**src/rtl/sensor_frame_sched.sv**
```systemverilog
// Telemetry frame scheduler: walks the sensor register map and streams framed bytes.
// Define SENSOR_FRAME_CKSUM_EN to append a trailing checksum byte to every frame.
module sensor_frame_sched #(
    parameter int         FIRST_ADDR = 1,
    parameter int         LAST_ADDR  = 23,
    parameter int         PERIOD     = 50000,
    parameter logic [7:0] SYNC_BYTE  = 8'hA5
) (
    input  logic       clk,
    input  logic       rst,
    input  logic       enable,
    input  logic       trig,
    output logic [7:0] addr,
    input  logic [7:0] data,
    output logic [7:0] tx_data,
    output logic       tx_valid,
    input  logic       tx_ready,
    output logic       busy,
    output logic       frame_done,
    output logic       overrun
);

    localparam logic [7:0] FA    = 8'(FIRST_ADDR);
    localparam logic [7:0] LA    = 8'(LAST_ADDR);
    localparam logic [7:0] LEN_N = 8'(LAST_ADDR - FIRST_ADDR + 1);
    localparam int         TW    = (PERIOD > 2) ? $clog2(PERIOD) : 1;
    localparam logic [TW-1:0] TMAX = TW'(PERIOD - 1);

    typedef enum logic [2:0] {
        IDLE,
        SYNC,
        LEN,
        PAYLOAD,
`ifdef SENSOR_FRAME_CKSUM_EN
        CKSUM,
`endif
        DONE
    } state_t;

    state_t        state, state_n;
    logic [TW-1:0] timer, timer_n;
    logic          pending, pending_n;
    logic [7:0]    addr_n;
    logic [7:0]    tx_data_n;
    logic          tx_valid_n;
    logic          busy_n;
    logic          frame_done_n;
    logic          overrun_n;
`ifdef SENSOR_FRAME_CKSUM_EN
    logic [7:0]    cksum, cksum_n;
`endif

    logic wrap;
    logic req;
    logic load;

    assign wrap = enable && (timer == TMAX);
    assign req  = trig || wrap;
    // A new byte may be staged when the output slot is empty or being drained
    assign load = !tx_valid || tx_ready;

    always_ff @(posedge clk or negedge rst) begin
        if (!rst) begin
            state      <= IDLE;
            timer      <= '0;
            pending    <= 1'b0;
            addr       <= 8'h00;
            tx_data    <= 8'h00;
            tx_valid   <= 1'b0;
            busy       <= 1'b0;
            frame_done <= 1'b0;
            overrun    <= 1'b0;
`ifdef SENSOR_FRAME_CKSUM_EN
            cksum      <= 8'h00;
`endif
        end else begin
            state      <= state_n;
            timer      <= timer_n;
            pending    <= pending_n;
            addr       <= addr_n;
            tx_data    <= tx_data_n;
            tx_valid   <= tx_valid_n;
            busy       <= busy_n;
            frame_done <= frame_done_n;
            overrun    <= overrun_n;
`ifdef SENSOR_FRAME_CKSUM_EN
            cksum      <= cksum_n;
`endif
        end
    end

    always_comb begin
        state_n      = state;
        timer_n      = timer;
        pending_n    = pending || req;
        addr_n       = addr;
        tx_data_n    = tx_data;
        tx_valid_n   = tx_valid;
        busy_n       = busy;
        frame_done_n = 1'b0;
        overrun_n    = req && pending && (state != IDLE);
`ifdef SENSOR_FRAME_CKSUM_EN
        cksum_n      = cksum;
`endif

        if (!enable || wrap) begin
            timer_n = '0;
        end else begin
            timer_n = timer + 1'b1;
        end

        unique case (state)
            IDLE: begin
                if (pending) begin
                    // Consuming the pending slot lets a same-cycle request refill it
                    pending_n = req;
                    busy_n    = 1'b1;
                    state_n   = SYNC;
                end
            end
            SYNC: begin
                if (load) begin
                    tx_data_n  = SYNC_BYTE;
                    tx_valid_n = 1'b1;
                    addr_n     = FA;
                    state_n    = LEN;
                end
            end
            LEN: begin
                if (load) begin
                    tx_data_n  = LEN_N;
                    tx_valid_n = 1'b1;
`ifdef SENSOR_FRAME_CKSUM_EN
                    cksum_n    = LEN_N;
`endif
                    state_n    = PAYLOAD;
                end
            end
            PAYLOAD: begin
                if (load) begin
                    tx_data_n  = data;
                    tx_valid_n = 1'b1;
`ifdef SENSOR_FRAME_CKSUM_EN
                    cksum_n    = cksum + data;
`endif
                    if (addr == LA) begin
`ifdef SENSOR_FRAME_CKSUM_EN
                        state_n = CKSUM;
`else
                        state_n = DONE;
`endif
                    end else begin
                        addr_n = addr + 8'd1;
                    end
                end
            end
`ifdef SENSOR_FRAME_CKSUM_EN
            CKSUM: begin
                if (load) begin
                    tx_data_n  = cksum;
                    tx_valid_n = 1'b1;
                    state_n    = DONE;
                end
            end
`endif
            DONE: begin
                if (tx_valid && tx_ready) begin
                    tx_valid_n   = 1'b0;
                    addr_n       = 8'h00;
                    busy_n       = 1'b0;
                    frame_done_n = 1'b1;
                    state_n      = IDLE;
                end
            end
            default: begin
                state_n = IDLE;
            end
        endcase
    end

endmodule

```
**config.mk**
```make
export PLATFORM = sky130hd
export DESIGN_NAME = sensor_frame_sched
export DESIGN_NICKNAME = d
export VERILOG_FILES = /design/src/rtl/sensor_frame_sched.sv
export SDC_FILE = /design/constraint.sdc
export NUM_CORES = 1
export LEC_CHECK = 0
export BUFFER_PORTS_ARGS = -buffer_cell sky130_fd_sc_hd__buf_2
export CORE_MARGIN = 10
export CORE_UTILIZATION = 59
export DETAILED_ROUTE_END_ITERATION = 12
export PLACE_DENSITY_LB_ADDON = 0.2
export SYNTH_ARGS = -nofsm -noshare
export SYNTH_HDL_FRONTEND = slang
export SYNTH_SLANG_ARGS = --single-unit
```
**constraint.sdc**
```tcl
create_clock -name clk -period 2.7 [get_ports clk]
set_input_delay 0.135 -clock clk [delete_from_list [all_inputs] [get_ports clk]]
set_output_delay 0.135 -clock clk [all_outputs]
set_load 0.005 [all_outputs]
```
==> impl_metrics.yaml <==
place:
  dpl.hpwl_um: 3250
  gp_congestion: 0.895
  io_buffer_count: 32
cts:
  htree_num_levels: 2
  clk_pin_slew_worst_paths_ns: 0.13
  tritoncts: "yes"
  clockBufferDepth: 2
  clock_latency_ns: 0.34
  cts.sinks: 40
  cts_buffers: 5
  root_buffer: "clkbuf_4"
grt:
  grt-ovfl-total: 0
  grt_pass1_vias: 1692
  antenna_found_initial: 0
  grt_pass1_wl_um: 7420
  grt_util_all_layers: 0.147
  grt_max_degree: 41
synthesis:
  ys_ff_latch: 40
  yosysUniqueCellTypes: 45
  syn-cell-area_um2: 1980
  syn_inst: 205
  avgSynthCellArea_um2: 9.64
  ys_seq_area_frac: 0.507
  ys.flop_type: "dfrtp_1"
  syn-num-nets: 220
  async_flop_share: 1.00
  synth-edff-count: 0
  yosysWarnings: 0
floorplanning:
  pin_count: 33
  dieWidth_um: 77.9
  rows: 20
  core_area_um2: 3130
  initial_core_util: 0.632
  die_y_um: 77.9
  die_area_um2: 6060
worst_setup_path:
  r2r-start: "state[0]"
  slowest_delay_ns: 0.55
  cp.required_ns: 2.95
  worst_r2r_path_depth: 5
  start_kind: "register"
  crit_chain: "nor2_1 -> nand4_1 -> inv_1 -> o22ai_1 -> a22o_1"
  critPathSlowestCell: "dfrtp_1"
  end_kind: "register"
  r2r-end: "addr[3]"
  r2r_setup_slack_ns: 0.86
  critical_path.max_fanout: 15
  crit_type: "register to register"
  crit_path_start: "state[0]"
  worstSetupEndpoint: "addr[3]"
  worst_ep_arrival_time_ns: 2.09
power:
  total_power_mw: 1.68
  max-vdd-ir-drop_v: 0.000391
  p_per_area_nw_per_um2: 749
  leakagePower_nw: 1.02
routing:
  vias: 1671
  drt-initial-drc-count: 191
  ant_nets: 0
  drt-total-wl_um: 4480
  wl_per_cell_um: 15.7
  drc: 0
  firstDrtPassIters: 4
  drt-vias-per-instance: 5.84
sta:
  report.final.hold_viol_count: 0
  drv_slew: 0
  setup_viol: 0
  skew_ns: 0.0101
  grt_setup_unrepaired: "no"
  relSlewSlack: 0.432
  min_period_over_period: 0.681
  fin_tns_setup_ns: 0
  post-route-min-period_ns: 1.84
  worstMarginPinSlew_ns: 0.853
  clock.fmax_mhz: 544
cells_and_area:
  layout.nets: 256
  final_common_cell: "dfrtp_1"
  num_antenna_cells: 0
  num-fill-cells: 242
  area_growth_pct: 13.8
  layout_common_cells: "40 x dfrtp_1, 32 x buf_2, 28 x nor2_1"
  post_route_cells_drive_above_1_share: 0.190
run:
  cap_violations: 0
min_path:
  worstHoldPathType: "primary input to register"
outcome:
  outcome: "finished clean"
## cells by family after synthesis
group           Yosys count  share of synthesized area
flops                    40                      0.507
xor+xnor                 11                     0.0488
fa+ha+maj                 2                     0.0127
buf+inv                  12                     0.0241
mux                       3                     0.0158
compound gates           38                      0.123
simple gates             99                      0.269
## timing repair
item,4_1_cts,5_1_grt
hold buffers,2,0
setup buffers,0,0
resized for setup,0,0
hold endpoints to repair,41,0
## registers in the layout (all words and copies together), names as in the netlist, 3 cells and up
name / flops
tx_data: 8
timer: 16
addr: 8
state: 3
## synthesized netlist by cell type (all sizes together), types with 2 or more instances
cell type  count  area (um^2)
a21oi         13         68.8
a22o           4         35.0
a31oi          2         12.5
and2           2         12.5
and3           7         55.1
buf            2         10.0
clkbuf         3         11.3
dfrtp         40         1000
ha             2         25.0
inv            7         26.3
mux2i          2         20.0
nand2         14         52.6
nand3         17         97.6
nand3b         2         15.0
nand4          7         43.8
nor2          28          105
nor2b          4         25.0
nor3           6         30.0
nor4           2         12.5
o21ai          7         35.0
o22ai          2         12.5
o31ai          3         22.5
or3            2         12.5
or4            2         18.8
xnor2          5         43.8
xor2           6         52.6
## metal layers
layer  share of wire  GRT usage  vias up
met2            0.54      0.277       47
met3           0.059     0.0461        9
met5               0          0        -
li1                -          -      807
met4           0.010     0.0511        0
met1            0.39      0.148      808
## layout make-up
| cell class | count | area, um^2 | share of cell area |
|---|---|---|---|
| clock buffers | 8 | 58.8 | 0.0262 |
| well taps | 44 | 55.1 | 0.0245 |
| flip-flops and latches | 40 | 1000 | 0.445 |
| inverters | 7 | 26.3 | 0.0117 |
| repair buffers | 34 | 180 | 0.0801 |
| multi-input cells | 153 | 927 | 0.412 |
## power by group
part	internal, mW	switching (mW)	total, mW
logic	0.235	0.289	0.524
clock network	0.129	0.196	0.325
registers	0.708	0.128	0.835
total	1.07	0.613	1.68
## how the worst min path moves through the flow
stage,startpoint,end,slack [ns],cells past startpoint
2_1_floorplan,rst,addr[0],-0.16,0
3_3_place_gp,rst,frame_done,0.28,1
3_5_place_dp,rst,addr[3],0.30,1
4_1_cts,data[6],tx_data[6],0.02,3
5_1_grt,data[3],tx_data[3],0.02,3
6_report,data[6],tx_data[6],0.02,3
## stage by stage
| stage | hold slack, ns | cells | setup slack (ns) | utilization | area, um^2 |
|---|---|---|---|---|---|
| detailed placement | 0.303 | 276 | 0.910 | 0.694 | 2170 |
| floorplan | -0.161 | 205 | 1.18 | - | 1980 |
| finish | 0.0188 | 286 | 0.861 | 0.719 | 2250 |
| global route | 0.0232 | 286 | 0.766 | 0.719 | 2250 |
| global placement | 0.279 | 276 | 0.988 | 0.694 | 2170 |
| CTS | 0.0212 | 286 | 0.873 | 0.719 | 2250 |
## worst max-delay path: cells and delay by family (launching register included)
| kind | cells | cell delay, ns |
|---|---|---|
| buffers and inverters | 1 | 0.21 |
| AOI/OAI and AO/OA | 2 | 0.35 |
| and+or+nand+nor | 2 | 0.65 |
| DFF | 1 | 0.55 |
Power figures use the tool's default switching activity.
